File: config.mk
export PLATFORM = sky130hd
export DESIGN_NAME = uart_rx_oversample
export DESIGN_NICKNAME = d
export VERILOG_FILES = /design/src/rtl/uart_rx_oversample.sv
export SDC_FILE = /design/constraint.sdc
export NUM_CORES = 1
export LEC_CHECK = 0
export CAP_MARGIN = 25
export CORE_UTILIZATION = 35
export DETAILED_ROUTE_END_ITERATION = 12
export SYNTH_ARGS = -nofsm -noshare
export SYNTH_HDL_FRONTEND = slang
export SYNTH_SLANG_ARGS = --single-unit
File: constraint.sdc
create_clock -name i_clk -period 4.7 [get_ports i_clk]
set_input_delay 0.94 -clock i_clk [delete_from_list [all_inputs] [get_ports i_clk]]
set_output_delay 0.94 -clock i_clk [all_outputs]
set_load 0.1 [all_outputs]
File: src/rtl/uart_rx_oversample.sv
// uart_rx_oversample: 16x-oversampled UART receiver with a valid/ready output.
// Ports:
//   i_clk, i_rst_n  - system clock, asynchronous active-low reset
//   i_rx_serial     - asynchronous serial line, idle high
//   i_rx_ready      - consumer accepts o_rx_data this cycle
//   o_rx_data       - last accepted received word
//   o_rx_valid      - o_rx_data holds an unconsumed word
//   o_frame_err     - one-cycle pulse: stop bit sampled low
//   o_overrun       - one-cycle pulse: word completed while the previous one was still pending
//   o_busy          - receiver is not idle
module uart_rx_oversample #(
  parameter int unsigned SIZE_DATA      = 8,
  parameter int unsigned BAUDRATE_VALUE = 325,
  parameter int unsigned OVER_SAMPLE    = 16
) (
  input  logic                 i_clk,
  input  logic                 i_rst_n,
  input  logic                 i_rx_serial,
  input  logic                 i_rx_ready,
  output logic [SIZE_DATA-1:0] o_rx_data,
  output logic                 o_rx_valid,
  output logic                 o_frame_err,
  output logic                 o_overrun,
  output logic                 o_busy
);

  localparam int unsigned DIV_W  = (BAUDRATE_VALUE > 0) ? $clog2(BAUDRATE_VALUE + 1) : 1;
  localparam int unsigned BIT_W  = $clog2(SIZE_DATA) + 1;
  localparam int unsigned TICK_W = 4;

  localparam logic [DIV_W-1:0]  DIV_MAX   = DIV_W'(BAUDRATE_VALUE);
  localparam logic [TICK_W-1:0] MID_TICK  = TICK_W'(OVER_SAMPLE / 2 - 1);
  localparam logic [TICK_W-1:0] LAST_TICK = TICK_W'(OVER_SAMPLE - 1);
  localparam logic [BIT_W-1:0]  LAST_BIT  = BIT_W'(SIZE_DATA - 1);

  typedef enum logic [1:0] {
    IDLE  = 2'd0,
    START = 2'd1,
    DATA  = 2'd2,
    STOP  = 2'd3
  } state_t;

  // Synchroniser plus edge-detect flop; reset high so a released reset never looks like a start edge.
  logic rx_meta, rx_s, rx_d;
  logic rx_fall;

  always_ff @(posedge i_clk or negedge i_rst_n) begin
    if (!i_rst_n) begin
      rx_meta <= 1'b1;
      rx_s    <= 1'b1;
      rx_d    <= 1'b1;
    end else begin
      rx_meta <= i_rx_serial;
      rx_s    <= rx_meta;
      rx_d    <= rx_s;
    end
  end

  assign rx_fall = rx_d & ~rx_s;

  // Free-running 16x baud tick generator.
  logic [DIV_W-1:0] div_cnt;
  logic             tick;

  assign tick = (div_cnt == DIV_MAX);

  always_ff @(posedge i_clk or negedge i_rst_n) begin
    if (!i_rst_n) begin
      div_cnt <= '0;
    end else if (tick) begin
      div_cnt <= '0;
    end else begin
      div_cnt <= div_cnt + DIV_W'(1);
    end
  end

  // Receive FSM state.
  state_t               state_q, state_d;
  logic [TICK_W-1:0]    tick_cnt_q, tick_cnt_d;
  logic [BIT_W-1:0]     bit_cnt_q, bit_cnt_d;
  logic [SIZE_DATA-1:0] shift_q, shift_d;
  logic                 done_c;
  logic                 frame_err_c;

  // Next-state logic; done_c marks a good stop bit, frame_err_c a bad one.
  always_comb begin
    state_d     = state_q;
    tick_cnt_d  = tick_cnt_q;
    bit_cnt_d   = bit_cnt_q;
    shift_d     = shift_q;
    done_c      = 1'b0;
    frame_err_c = 1'b0;

    case (state_q)
      IDLE: begin
        if (rx_fall) begin
          state_d    = START;
          tick_cnt_d = '0;
        end
      end

      START: begin
        if (tick) begin
          if (tick_cnt_q == MID_TICK) begin
            // Line must still be low half a bit in, otherwise it was a glitch.
            if (!rx_s) begin
              state_d    = DATA;
              tick_cnt_d = '0;
              bit_cnt_d  = '0;
            end else begin
              state_d = IDLE;
            end
          end else begin
            tick_cnt_d = tick_cnt_q + TICK_W'(1);
          end
        end
      end

      DATA: begin
        if (tick) begin
          if (tick_cnt_q == LAST_TICK) begin
            shift_d    = {rx_s, shift_q[SIZE_DATA-1:1]};
            tick_cnt_d = '0;
            if (bit_cnt_q == LAST_BIT) begin
              state_d = STOP;
            end else begin
              bit_cnt_d = bit_cnt_q + BIT_W'(1);
            end
          end else begin
            tick_cnt_d = tick_cnt_q + TICK_W'(1);
          end
        end
      end

      STOP: begin
        if (tick) begin
          if (tick_cnt_q == LAST_TICK) begin
            state_d     = IDLE;
            tick_cnt_d  = '0;
            done_c      = rx_s;
            frame_err_c = ~rx_s;
          end else begin
            tick_cnt_d = tick_cnt_q + TICK_W'(1);
          end
        end
      end

      default: begin
        state_d = IDLE;
      end
    endcase
  end

  // State registers and registered outputs.
  always_ff @(posedge i_clk or negedge i_rst_n) begin
    if (!i_rst_n) begin
      state_q     <= IDLE;
      tick_cnt_q  <= '0;
      bit_cnt_q   <= '0;
      shift_q     <= '0;
      o_rx_data   <= '0;
      o_rx_valid  <= 1'b0;
      o_frame_err <= 1'b0;
      o_overrun   <= 1'b0;
      o_busy      <= 1'b0;
    end else begin
      state_q     <= state_d;
      tick_cnt_q  <= tick_cnt_d;
      bit_cnt_q   <= bit_cnt_d;
      shift_q     <= shift_d;
      o_frame_err <= frame_err_c;
      o_overrun   <= done_c & o_rx_valid & ~i_rx_ready;
      o_busy      <= (state_d != IDLE);

      // A new word is accepted only if the output slot is free or being drained this cycle.
      if (done_c) begin
        if (!o_rx_valid || i_rx_ready) begin
          o_rx_data  <= shift_q;
          o_rx_valid <= 1'b1;
        end
      end else if (i_rx_ready) begin
        o_rx_valid <= 1'b0;
      end
    end
  end

endmodule

# After elaboration in Yosys (flattened, before gate mapping)
# Cells that the tools add are included.
[word_totals] output_inout_bits=12 word_cells=83 reg_bits=42
[classes] addsub=3 n_eq_ne=17 muxes=33 n_bitwise=5 reduce_logical=12
[op_table] op="2-to-1 mux 4 bit" n=11
[op_table] op="2-to-1 mux 2 bit" n=9
[op_table] op="inequality test 2 bit (second input constant)" n=7
[op_table] op="case mux 4 bit (3 select lines)" n=1
[op_table] op="adder 9 x 1 -> 9 bit (second input constant)" n=1
[op_table] op="== test 9 bit (second input constant)" n=1
[op_table] op="2-to-1 mux 1 bit" n=9
[op_table] op="2-to-1 mux 9 bit" n=1
[op_table] op="adder 4 x 1 -> 4 bit (second input constant)" n=2
[op_table] op="== test 4 x 3 -> 1 bit (second input constant)" n=2
[op_table] op="case mux 2 bit (4 select lines)" n=1
[op_table] op="case mux 4 bit (2 select lines)" n=1
[op_table] op="AND reduction 7 bit" n=1
[op_table] op="nonzero test 2 bit" n=3
[op_table] op="== test 2 bit (second input constant)" n=2
[op_table] op="== test 4 bit (second input constant)" n=1
[op_table] op="inequality test 2 x 1 -> 1 bit (second input constant)" n=2
[op_table] op="AND reduction 2 bit" n=2
[op_table] op="AND reduction 4 bit" n=1
[op_table] op="AND 1 bit" n=3
[op_table] op="inequality test 3 bit (second input constant)" n=1
[op_table] op="AND reduction 3 bit" n=1
[op_table] op="== test 2 x 1 -> 1 bit (second input constant)" n=1
[op_table] op="logical NOT 2 bit" n=1
[op_table] op="4 further kinds" n=5

# Longest topological paths before layout
[depth] word_depth=6 depth_mapped=7 depth_no_buf=6

# Worst setup path before layout
# No wires, ideal clock.
[synth_timing] path_kind="register to register" startpoint="register div_cnt[4]" endpoint="register o_rx_data[0]" stages_incl_launch_ff=6 path_slack_ns=2.411 synth_period_minus_slack_ns=2.289 arrival_time_ns=2.164 path_buffers=1 cell_sequence="dfrtp_1 or4b_4 or3_4 or3b_1 buf_6 mux2_4"
[synth_via] elab_chain_cells=4
[synth_rtl] element="start, declared" line="62" text="logic [DIV_W-1:0] div_cnt;"
[synth_rtl] element="start signal, assigned" line="73" text="div_cnt <= div_cnt + DIV_W'(1);"
[synth_rtl] element="== test 9 bit" line="65" text="assign tick = (div_cnt == DIV_MAX);"
[synth_rtl] element="2-to-1 mux 1 bit" line="136" text="if (tick) begin"
[synth_rtl] element="2-to-1 mux 1 bit" line="94" text="case (state_q)"
[synth_rtl] element="AND reduction 2 bit (no source line)"
[synth_rtl] element="end signal, assigned" line="178" text="o_rx_data <= shift_q;"
[synth_rtl] element="end, declared" line="20" text="output logic [SIZE_DATA-1:0] o_rx_data,"
# No other way between the ends.
# A chain may end at the register's enable or synchronous reset.

# Worst setup path in the final report
[layout_timing] startpoint="register o_rx_data[5]" endpoint="output o_rx_data[5]"
# No word-level cell between the ends.

==> flow_summary.ini <==
[power_and_ir_drop]
p_leak_nw = 1.010
power.density_mw_per_mm2 = 341.8
vdd_drop_max_mv = 0.1299

[clocking]
cts_buffers = 5
post_cts_buffers = 0
postCtsHoldBufs = 0
path_clk_slew_ns = 0.08
cts_tree = built
cts_root_buf = clkbuf_8
h-tree-depth = 2
cts_buffer_depth = 2
cts_sinks = 42
clk_latency_ns = 0.29
cts_resized = 0

[finish]
final.fill_count = 502
stdcell_area_mm2 = 0.002297
multi_input_area_um2 = 864.6
final_common_cell = dfrtp_1
area_growth_pct = 16.94
num-nets-final = 187
final_cell_mix = dfrtp_1, nor2_1, clkdlybuf4s50_1
drive_gt1_share_pct = 19.44
diodes = 0
register_area_mm2 = 0.001055

[placed_design]
place.gp.congestion = 0.8173
io_buffers = 15
dp_slack_ns = 2.123
hpwl_um = 2371
placed_area_mm2 = 0.002160

[routing]
routed_wl_um = 3337
routedWlPerCell_um = 13.35
route.detailed.drc = 0
routed_via_density = 5.060
firstDrtPassIters = 4
initialDrtViolationCount = 97
ant_nets = 0
vias = 1265

[worst_setup_path]
cp.depth = 1
critPathTopFamily = buffers and inverters
r2r_cells = 4
r2r_slack_ns = 2.15
path_cells = clkdlybuf4s50_1
crit_type = reg -> out
startpoint_type = flip-flop
r2r_start = state_q[1]
path_max_fanout = 2
slowest_stage = clkdlybuf4s50_1
r2r-end = o_rx_data[4]
crit_path_end_kind = output port
critPathMaxStageDelay_ns = 1.14
path_buf_inv = 1
required_ns = 3.76
worstPathArrival_ns = 1.81

[timing]
finalSetupViolations = 0
holdWs_ns = 0.3572
fin_ws_ns = 1.946
worst_pin_slew_ns = 0.9757
rsz0062_at_grt = no
post-route-period-util_pct = 58.59
finalSetupTns_ns = 0
fmax_mhz = 363.1
hold_viol_final = 0
drv_slew = 0
skew_ns = 0.006379
relSlewSlack_pct = 34.75
period_minus_slack_ns = 2.754

[logic_synthesis]
synth_top_area_share_pct = 49.68
synthAdderAreaFrac_pct = 2.548
syn_nets = 171
ys_top_cells_by_area = dfrtp_1, mux2_4, mux2_2
ys_warn_count = 0
ys_types = 44
yosysSeqAreaShare_pct = 53.69
postSynthRegisterBits = 42
synth_top_family_by_area = simple AND/OR/NAND/NOR gates
synth_top_area_cell = dfrtp_1
synth_area_mm2 = 0.001964
syn-mean-instance-area_um2 = 12.05
yosys.area_share.simple_pct = 17.71
syn-instance-count = 163
synth_compound_area_share_pct = 8.790
synthMuxAreaShare_pct = 11.85
synth_xor_area_share_pct = 3.121

[status]
outcome = complete, no violations

[floorplan]
initial_core_util_pct = 37.27
dieHeight_um = 76.92
dieArea_mm2 = 0.005916
io-pin-count = 16
num_rows = 26
fp.dieW_um = 76.92
core_area_mm2 = 0.005270

[global_routing]
grt_overflow = 0
grt_pass1_vias = 1229
grt_usage_pct = 12.69
grt_pass1_wl_um = 5940
antenna_found_initial = 0
grt_max_degree = 43

[job]
cap_violations = 0

[min_path]
holdPathEnd = rx_s
hold_class = reg -> reg
min-delay-start = rx_meta
worstHoldPathCells = 0
-- Yosys cell counts, drive strengths merged --
cell type and count:
or4b 2, o21ai 4, nand3 9, dfstp 3
a31oi 3, ha 4, o22ai 1, nand4b 1
o21a 1, and3 5, a2bb2oi 1, nor3b 2
nand2b 4, o211ai 5, nand2 5, nor2 15
o2bb2ai 2, nor3 4, nor4bb 2, nand3b 1
mux2 18, and2 1, a211oi 1, a21oi 3
a22oi 1, clkbuf 4, nand4 1, o31ai 1
or3b 1, xnor2 4, or3 2, or2 1
buf 2, nor2b 3, inv 2, a22o 1
xor2 3, a32o 1, dfrtp 39
-- state kept, by name, indices dropped and copies added, names as in the netlist --
| name | count |
|---|---|
| div_cnt | 9 |
| o_rx_data | 8 |
| shift_q | 8 |
| bit_cnt_q | 4 |
| tick_cnt_q | 4 |
| state_q | 2 |
| o_busy | 1 |
| o_frame_err | 1 |
| o_overrun | 1 |
| o_rx_valid | 1 |
| rx_d | 1 |
| rx_meta | 1 |
| rx_s | 1 |
-- worst max path at each step --
stage                             from           end  slack, ns
after global placement      i_rx_ready  o_rx_data[2]       2.14
after detailed placement    i_rx_ready  o_rx_data[4]       2.12
after CTS                 o_rx_data[5]  o_rx_data[5]       1.93
final                     o_rx_data[5]  o_rx_data[5]       1.95
after global routing      o_rx_data[4]  o_rx_data[4]       1.89
after floorplan             div_cnt[4]  o_rx_data[0]       2.41
-- routing by layer --
metal / track usage (%) / part of all wire, % / vias up / routed length, um
li1: - / - / 620 / -
met1: 17.35 / 49 / 622 / 1643
met2: 19.20 / 47 / 18 / 1555
met3: 3.690 / 3.1 / 5 / 105
met4: 4.038 / 0.93 / 0 / 31
met5: 0 / 0 / - / 0
-- cell families (layout without fill, tap and decap cells) --
family,count (synthesis),after routing
simple gates,59,59
compound gates,25,25
flops,42,42
fa+ha+maj,4,4
xor+xnor,7,7
mux,18,18
buf+inv,8,25
-- power breakdown --
| group | internal (mW) | switching (mW) |
|---|---|---|
| clock | 0.213 | 0.124 |
| sequential | 0.374 | 0.0148 |
| combinational | 0.0259 | 0.0337 |
| total | 0.613 | 0.172 |
-- stage by stage --
stage | cells | total power [mW] | utilization, %
3_3_place_gp | 242 | 0.4551 | 40.98
5_1_grt | 250 | 0.8210 | 43.59
3_5_place_dp | 242 | 0.4565 | 40.98
4_1_cts | 250 | 0.7958 | 43.59
2_1_floorplan | 163 | 0.4400 | -
6_report | 250 | 0.7851 | 43.59
-- area by class of cell --
class	instances	share of cell area, %
repair buffers	15	6.318
clock buffers	5	2.996
inverters	2	0.3268
multi-input cells	113	37.64
clock inverters	3	2.996
flip-flops and latches	42	45.92
well taps	70	3.813
(Power assumes the default switching activity.)
